$ cat src/rtl/br_resolve_pkg.sv
// Shared LC-3b types for branch resolution: words, control-flow opcodes and
// the prediction record carried from fetch to writeback.
package br_resolve_pkg;
  typedef logic [15:0] lc3b_word;
  typedef logic [3:0]  lc3b_opcode;

  localparam lc3b_opcode op_br   = 4'b0000;
  localparam lc3b_opcode op_jmp  = 4'b1100;
  localparam lc3b_opcode op_jsr  = 4'b0100;
  localparam lc3b_opcode op_trap = 4'b1111;

  typedef struct packed {
    lc3b_word pc;
    logic     hit;
    lc3b_word target;
  } pred_entry_t;

  typedef enum logic {S_RUN = 1'b0, S_FLUSH = 1'b1} br_state_e;

  function automatic logic is_ctrl(lc3b_opcode op);
    return (op == op_br) || (op == op_jmp) || (op == op_jsr) || (op == op_trap);
  endfunction
endpackage

$ cat src/rtl/br_resolve_fifo.sv
// In-order prediction queue: circular buffer with push/pop/clear and occupancy.
// Callers never push when full without popping, nor pop when empty.
module pred_fifo
  import br_resolve_pkg::*;
#(
  parameter int DEPTH = 8
) (
  input  logic                     clk,
  input  logic                     rst_n,
  input  logic                     push_i,
  input  logic                     pop_i,
  input  logic                     clear_i,
  input  pred_entry_t              wdata_i,
  output pred_entry_t              head_o,
  output logic [$clog2(DEPTH):0]   count_o
);
  localparam int AW = $clog2(DEPTH);

  pred_entry_t   mem_q [DEPTH];
  logic [AW-1:0] wr_q, rd_q;
  logic [AW:0]   cnt_q;

  // Power-of-two depth lets the pointers wrap by natural overflow.
  always_ff @(posedge clk or negedge rst_n) begin
    if (!rst_n) begin
      wr_q  <= '0;
      rd_q  <= '0;
      cnt_q <= '0;
    end else if (clear_i) begin
      wr_q  <= '0;
      rd_q  <= '0;
      cnt_q <= '0;
    end else begin
      if (push_i) wr_q <= wr_q + AW'(1);
      if (pop_i)  rd_q <= rd_q + AW'(1);
      cnt_q <= cnt_q + (AW+1)'(push_i) - (AW+1)'(pop_i);
    end
  end

  always_ff @(posedge clk) begin
    if (push_i && !clear_i) mem_q[wr_q] <= wdata_i;
  end

  assign head_o  = mem_q[rd_q];
  assign count_o = cnt_q;
endmodule

$ cat src/rtl/br_resolve.sv
// Branch resolution: compares each retiring instruction's predicted next PC
// with its real one and issues a registered one-cycle flush on mismatch.
module br_resolve
  import br_resolve_pkg::*;
#(
  parameter int DEPTH = 8,
  parameter int CNT_W = 16
) (
  input  logic             clk,
  input  logic             rst_n,
  input  logic             pred_push,
  input  logic [15:0]      pred_pc,
  input  logic             pred_hit,
  input  logic [15:0]      pred_target,
  input  logic             is_valid_inst_wb,
  input  logic [15:0]      pc_wb,
  input  logic [3:0]       opcode_wb,
  input  logic             br_taken_wb,
  input  logic [15:0]      alu_out_wb,
  input  logic [15:0]      mem_wb,
  output logic             flush,
  output logic [15:0]      redirect_pc,
  output logic             queue_full,
  output logic [CNT_W-1:0] branch_count,
  output logic [CNT_W-1:0] mispredict_count,
  output logic             err_sync,
  output logic             err_ovf,
  output logic             err_udf
);
  localparam int CW = $clog2(DEPTH) + 1;

  br_state_e        state_q, state_d;
  pred_entry_t      head, wentry;
  logic [CW-1:0]    count;
  logic             run, empty, wb_pop, push_ok, mis, sync_bad;
  lc3b_word         act_npc, pred_npc, redirect_q;
  logic [CNT_W-1:0] branch_q, mis_q;
  logic             err_sync_q, err_ovf_q, err_udf_q;

  assign run        = (state_q == S_RUN);
  assign empty      = (count == '0);
  assign queue_full = (count == CW'(DEPTH));
  assign wb_pop     = run && is_valid_inst_wb && !empty;
  // A same-cycle pop frees the slot, so a push at full is still accepted.
  assign push_ok    = run && pred_push && (!queue_full || wb_pop);
  assign wentry     = '{pc: pred_pc, hit: pred_hit, target: pred_target};

  pred_fifo #(.DEPTH(DEPTH)) u_fifo (
    .clk     (clk),
    .rst_n   (rst_n),
    .push_i  (push_ok),
    .pop_i   (wb_pop),
    .clear_i (mis),
    .wdata_i (wentry),
    .head_o  (head),
    .count_o (count)
  );

  always_comb begin
    act_npc = pc_wb + 16'd2;
    case (opcode_wb)
      op_trap:        act_npc = mem_wb;
      op_jmp, op_jsr: act_npc = alu_out_wb;
      op_br:          if (br_taken_wb) act_npc = alu_out_wb;
      default:        ;
    endcase
  end

  assign pred_npc = head.hit ? head.target : head.pc + 16'd2;
  assign sync_bad = (head.pc != pc_wb);
  assign mis      = wb_pop && (sync_bad || (pred_npc != act_npc));

  always_comb begin
    state_d = S_RUN;
    if (run && mis) state_d = S_FLUSH;
  end

  always_ff @(posedge clk or negedge rst_n) begin
    if (!rst_n) begin
      state_q    <= S_RUN;
      redirect_q <= '0;
      branch_q   <= '0;
      mis_q      <= '0;
      err_sync_q <= 1'b0;
      err_ovf_q  <= 1'b0;
      err_udf_q  <= 1'b0;
    end else begin
      state_q <= state_d;
      if (mis) redirect_q <= act_npc;
      if (wb_pop && is_ctrl(opcode_wb) && (branch_q != '1))
        branch_q <= branch_q + CNT_W'(1);
      if (mis && (mis_q != '1)) mis_q <= mis_q + CNT_W'(1);
      if (wb_pop && sync_bad) err_sync_q <= 1'b1;
      if (run && pred_push && queue_full && !wb_pop) err_ovf_q <= 1'b1;
      if (run && is_valid_inst_wb && empty) err_udf_q <= 1'b1;
    end
  end

  assign flush            = (state_q == S_FLUSH);
  assign redirect_pc      = redirect_q;
  assign branch_count     = branch_q;
  assign mispredict_count = mis_q;
  assign err_sync         = err_sync_q;
  assign err_ovf          = err_ovf_q;
  assign err_udf          = err_udf_q;
endmodule

$ cat config.mk
export PLATFORM = sky130hd
export DESIGN_NAME = br_resolve
export DESIGN_NICKNAME = d
export VERILOG_FILES = /design/src/rtl/br_resolve_pkg.sv /design/src/rtl/br_resolve_fifo.sv /design/src/rtl/br_resolve.sv
export SDC_FILE = /design/constraint.sdc
export NUM_CORES = 1
export LEC_CHECK = 0
export ABC_AREA = 1
export ABC_CLOCK_PERIOD_IN_PS = 6200
export CORE_ASPECT_RATIO = 2
export CORE_MARGIN = 2
export CORE_UTILIZATION = 58
export DETAILED_ROUTE_END_ITERATION = 6
export HOLD_SLACK_MARGIN = 0.1
export PLACE_DENSITY = 0.8
export SETUP_SLACK_MARGIN = 0.4
export SYNTH_ARGS = -nofsm -noshare
export SYNTH_HDL_FRONTEND = slang
export SYNTH_SLANG_ARGS = --single-unit
$ cat constraint.sdc
create_clock -name clk -period 6.2 [get_ports clk]
set_clock_uncertainty 0.1 [all_clocks]
set_input_delay 1.86 -clock clk [delete_from_list [all_inputs] [get_ports clk]]
set_output_delay 1.86 -clock clk [all_outputs]
set_load 0.1 [all_outputs]
[Word-level counts from Yosys, hierarchy flattened]
Memory sizes are Yosys's and may differ from the RTL's.
Index checks and enable logic that the tools add are counted.
Storage, ports and cells
  output and inout bits: 53
  word-level logic and storage cells: 67
  register bits after elaboration: 62
  bits of input ports: 90
  bits in writable memories: 264
  memories kept: 1
Cells by class
  multiplexer cells: 11
  reductions and logical operators: 28
  equality and inequality tests: 8
  bitwise gates (word level): 1
  add/subtract/negate cells: 8
Memory list
  u_fifo.mem_q: words 8, width 33, read ports 1, clocked after Yosys merged registers in 0, wr ports 1, line br_resolve_fifo.sv:19  | pred_entry_t mem_q [DEPTH];
Operators with widths (count)
  case mux 16 bit (3 select lines): 1
  adder 16 x 1 -> 16 bit (second input constant): 2
  adder 16 x 2 -> 16 bit (second input constant): 2
  two-way mux 16 bit: 2
  != test 16 bit: 2
  != test 16 bit (second input constant): 2
  logical AND 1 bit: 14
  equality test 4 bit (second input constant): 3
  two-way mux 3 bit: 4
  zero test 4 bit: 2
  adder 3 x 1 -> 3 bit (second input constant): 2
  logical OR 1 bit: 5
  adder 4 x 1 -> 4 bit: 1
  equality test 4 x 3 -> 1 bit (second input constant): 1
  zero test 1 bit: 4
  two-way mux 4 bit: 1
  nonzero test 2 bit: 2
  subtractor 4 x 1 -> 4 bit: 1
  two-way mux 1 bit: 3
  OR reduction 2 bit: 1
  NOT 1 bit: 1

[Logic depth before layout (Yosys ltp)]
  depth after elaboration: 10
  depth in mapped cells: 27
  gate-level depth less buffers: 24

[Hierarchy]
A second synthesis with hierarchy kept.
Unflattened totals
  cell total of the unflattened synthesis: 1958
  area, all modules: 16664.7 um^2
By module, submodules not included
  pred_fifo: cells an instance 1217, area each 12081.6 um^2, seq. area each 8177.8 um^2, times used 1
  br_resolve: cells an instance 741, area each 4583.1 um^2, seq. area each 1301.2 um^2, times used 1

[Worst setup path after synthesis]
OpenSTA, ideal clock, no wires.
  kind: input to register
  from: input port pc_wb[1]
  to: memory u_fifo.mem_q[0][0] in the netlist's numbering, enable pin
  cell stages on the path: 20
  data required time: 5.677 ns
  buffers on the path: 1
  path slack: 0.486 ns
  arrival: 5.191 ns
  cell sequence: ha_1 nand2_1 nor2_1 nand2_1 nor2_1 nand4_1 nor2_1 nand3_1 a31oi_1 inv_1 nand2_1 nand2_1 inv_1 nand2_1 nor2_2 nand2_4 nand2_4 buf_6 nand2_2 nor2_1
On the way
  cells in the longest elaborated chain, start to end: 10
Ends and longest elaborated chain
  from (decl): line br_resolve.sv:16  | input logic [15:0] pc_wb,
  adder 16 x 2 -> 16 bit: line br_resolve.sv:60  | act_npc = pc_wb + 16'd2;
  two-way mux 16 bit: line br_resolve.sv:64  | op_br: if (br_taken_wb) act_npc = alu_out_wb;
  case mux 16 bit (3 select lines): line br_resolve.sv:61  | case (opcode_wb)
  != test 16 bit: line br_resolve.sv:71  | assign mis = wb_pop && (sync_bad || (pred_npc != act_npc));
  logical OR 1 bit (*): line br_resolve.sv:71
  logical AND 1 bit (*): line br_resolve.sv:71
  zero test 1 bit (*): line br_resolve_fifo.sv:41  | if (push_i && !clear_i) mem_q[wr_q] <= wdata_i;
  logical AND 1 bit (*): line br_resolve_fifo.sv:41
  two-way mux 1 bit (*): line br_resolve_fifo.sv:41
  two-way mux 1 bit (implied by the code) (*): line br_resolve_fifo.sv:41
  to (decl): line br_resolve_fifo.sv:19
Mark *: on every way between the ends. The rest lies on a longest branch, timed or not.

[Final worst setup path]
  from: input port opcode_wb[1]
  to: memory u_fifo.mem_q[6][28] in the netlist's numbering, enable pin
On the way
  cells in the longest elaborated chain, start to end: 10
Ends and longest elaborated chain
  from (decl): line br_resolve.sv:17  | input logic [3:0] opcode_wb,
  equality test 4 bit or equality test 4 x 3 -> 1 bit (tied branches): line br_resolve.sv:61
  OR reduction 2 bit: line br_resolve.sv:61
  case mux 16 bit (3 select lines) (*): line br_resolve.sv:61
  != test 16 bit (*): line br_resolve.sv:71
  logical OR 1 bit (*): line br_resolve.sv:71
  logical AND 1 bit (*): line br_resolve.sv:71
  zero test 1 bit (*): line br_resolve_fifo.sv:41
  logical AND 1 bit (*): line br_resolve_fifo.sv:41
  two-way mux 1 bit (*): line br_resolve_fifo.sv:41
  two-way mux 1 bit (implied by the code) (*): line br_resolve_fifo.sv:41
Marks and branches as above.

==> impl_metrics.tcl <==
set metrics [dict create \
    outcome "finished, final reports clean" \
    rr_worst_depth 22 \
    worstPathMaxFanout 33 \
    grt_pass1_vias 11400 \
    cts-hold-fix-buffers 0 \
    relSlewSlack_pct 30.9 \
    synth_top_area_share_pct 50.6 \
    nFillCells 1992 \
    clk_pin_slew_worst_paths_ns 0.06 \
    netlist_instances 1649 \
    grt_max_degree 85 \
    final_nets 1878 \
    first_pass_iters 6 \
    rsz0062_at_grt "no" \
    syn_area_um2 15700 \
    critPathKind "input pin to register" \
    rows 85 \
    grt_pass1_wl_mm 61.1 \
    die_w_um 120 \
    hold_depth 1 \
    powerDensity_nw_per_um2 398 \
    netlist_top_cells_area "edfxtp_1 (51%), nand2_1 (13%), dfrtp_1 (9.9%), nand3_1 (5.4%), inv_1 (3.9%)" \
    worstMarginPinSlew_ns 1.03 \
    synth_compound_area_share_pct 6.07 \
    async_flop_share_pct 19.0 \
    cp-start-kind "input pin" \
    switching_power_mw 2.96 \
    ys_types 43 \
    netSwitchingFraction_pct 40.5 \
    ys_ff_latch 326 \
    synth_xor_area_share_pct 2.18 \
    finalPower_mw 7.31 \
    grt_overflow 0 \
    syn_nets 1752 \
    slowest_stage "clkdlybuf4s50_1" \
    r2r_slack_ns 1.31 \
    leakagePower_nw 7.63 \
    port_buffers 142 \
    yosysTopAreaCell "edfxtp_1" \
    ir_worst_vdd_v 0.000351 \
    synth_fa_ha_area_share_pct 1.09 \
    hpwl_mm 25.5 \
    post-cts-setup-buffer-count 0 \
    finalSetupViolations 0 \
    cts_resized 0 \
    arrival_ns 5.31 \
    gp_congestion 0.999 \
    ant_nets 0 \
    rr_startpoint "u_fifo.rd_q[0]" \
    r2r-end "u_fifo.mem_q[6][28]" \
    drt-initial-drc-count 1261 \
    synth_top_family_by_area "simple AND/OR/NAND/NOR gates" \
    drcViolationCount 0 \
    combPwrFrac_pct 38.0 \
    setup.worst_path.end_class "register" \
    min_from "err_udf" \
    cts_buffers 28 \
    synth_edf_count 264 \
    synth-simple-area-share_pct 23.3 \
    tns_ns 0 \
    htreeDepth 1 \
    power.internal_mw 4.36 \
    clock_path_buffers 3 \
    min_period_ns 5.18 \
    crit_chain "clkdlybuf4s50_1 -> nor2_1 -> nand4_1 -> nand3_1 -> inv_1 -> nand2_1 -> nand3_1 -> inv_1 -> nand2_1 -> nand2_1 -> nand3_1 -> nor2_1 -> nand2_1 -> nor2_1 -> nand3_1 -> nor2_2 -> nand2_4 -> nand2_4 -> nand2_2 -> nor2_4 -> buf_12" \
    yosys_warnings 0 \
    cp.required_ns 6.33 \
    tritoncts "yes" \
    worst_hold_path_type "register to register" \
    finalHoldViolations 0 \
    slowest_delay_ns 0.42 \
    routed_wl_mm 39.1 \
    seqPwrFrac_pct 38.0 \
    synth_mux_area_share_pct 0.0719 \
    synth_flop_cell "edfxtp_1" \
    synth-seq-area-share_pct 60.5 \
    start_util_pct 58.7 \
    antenna_found_initial 0 \
    core_area_um2 26700 \
    drt-wirelength-per-cell_um 18.2 \
    clk_latency_ns 0.56 \
    via_per_inst 5.59 \
    finalMaxSlewViolations 0 \
    num_vias 12000 \
    period_share_pct 83.5 \
    dieHeight_um 236 \
    diodes 0 \
    clkPwrFrac_pct 24.0 \
    max-cap-violations 0 \
    die_area_um2 28400 \
    cts_root_buffer "clkbuf_16" \
    synth.avg_cell_area_um2 9.50 \
    drive_gt1_share_pct 5.06 \
    fmax_mhz 193 \
    cts.sinks 326 \
    ios 143 \
    track_usage_pct 27.8 \
    area_growth_pct 17.3 \
    hold_path_end "err_udf" \
]
worst max-delay path by stage:
stage,startpoint,endpoint,slack (ns),cells past startpoint
2_1_floorplan,pc_wb[1],u_fifo.mem_q[0][0],0.49,20
3_3_place_gp,opcode_wb[1],u_fifo.mem_q[7][23],0.61,19
3_5_place_dp,opcode_wb[1],u_fifo.mem_q[6][25],0.50,19
4_1_cts,opcode_wb[1],u_fifo.mem_q[6][28],1.06,19
5_1_grt,pc_wb[2],u_fifo.mem_q[6][28],0.71,21
6_report,opcode_wb[1],u_fifo.mem_q[6][28],1.02,21
power groups by stage:
| stage | clock network [mW] | logic, mW | registers (mW) |
|---|---|---|---|
| finish | 1.76 | 2.78 | 2.78 |
| global route | 1.87 | 3.02 | 2.80 |
| CTS | 1.78 | 2.77 | 2.78 |
| detailed placement | 0 | 2.74 | 2.82 |
| global placement | 0 | 2.70 | 2.81 |
| floorplan | 0 | 1.48 | 3.36 |
final cells by class:
cell class	instances	area, um2	area share (%)
Clock inverter	19	195	1.06
Sequential cell	326	9480	51.6
Inverter	169	637	3.47
Clock buffer	33	741	4.03
Tap cell	348	435	2.37
Timing Repair Buffer	161	1700	9.23
Multi-Input combinational cell	1089	5190	28.2
Yosys cell counts, drive strengths merged, types with 16 or more instances:
master / number
nand2: 532
edfxtp: 264
inv: 169
nand3: 169
nor2: 130
dfrtp: 62
o21ai: 58
buf: 56
a21oi: 50
nand4: 31
xor2: 25
a22oi: 16
metrics by stage:
step | hold slack, ns | area [um2] | util (%) | setup WS [ns] | cells
detailed placement | 0.362 | 17400 | 65.3 | 0.503 | 2093
global placement | 0.360 | 17400 | 65.3 | 0.608 | 2093
CTS | 0.380 | 18400 | 68.8 | 1.06 | 2145
floorplan | 0.454 | 15700 | - | 0.486 | 1649
global route | 0.391 | 18400 | 68.8 | 0.708 | 2145
finish | 0.377 | 18400 | 68.8 | 1.02 | 2145
flip-flops by register name, indices dropped and copies added (netlist names):
name	flops
u_fifo.count_o	4
flush	1
mispredict_count	16
u_fifo.mem_q	264
u_fifo.rd_q	3
err_ovf	1
err_sync	1
branch_count	16
u_fifo.wr_q	3
err_udf	1
redirect_pc	16
placed cells by master (no fill, tap or decap), types with 4 or more instances in the layout:
cell type and count:
a22oi_1 16, o211ai_1 5, nor3_1 9, ha_1 12, clkinv_1 5, nand3_1 168, clkbuf_16 29, nor2_4 8
o21ai_0 30, inv_1 164, buf_12 11, clkinv_2 4, dfrtp_1 60, nand4_1 31, xnor2_1 14, clkdlybuf4s50_1 141
inv_2 4, a221oi_1 4, a32o_1 11, xor2_1 25, a21oi_1 50, nand2_1 528, clkbuf_1 4, o21ai_1 28
nor2_2 6, a22o_1 5, a31oi_1 4, nor2_1 116, edfxtp_1 264, buf_4 8
per-layer routing:
metal	global-route usage [%]	wire length, um	vias to the layer above
met5	0	0	-
met4	10.9	1460	0
met3	4.35	3080	92
met2	46.5	19200	541
met1	36.1	15400	5605
li1	-	-	5760
worst max-delay path: cells and delay by family:
family	cells	cell delay (ns)
buf+inv	4	1.01
simple gates	17	2.41
logic make-up after synthesis:
family | after synthesis
AND/OR/NAND/NOR | 878
flip-flops | 326
buffers and inverters | 234
AO/OA/AOI/OAI | 158
XOR/XNOR | 39
adder cells (fa/ha/maj) | 13
multiplexers | 1
No activity file was read; power rests on OpenSTA's default activity.
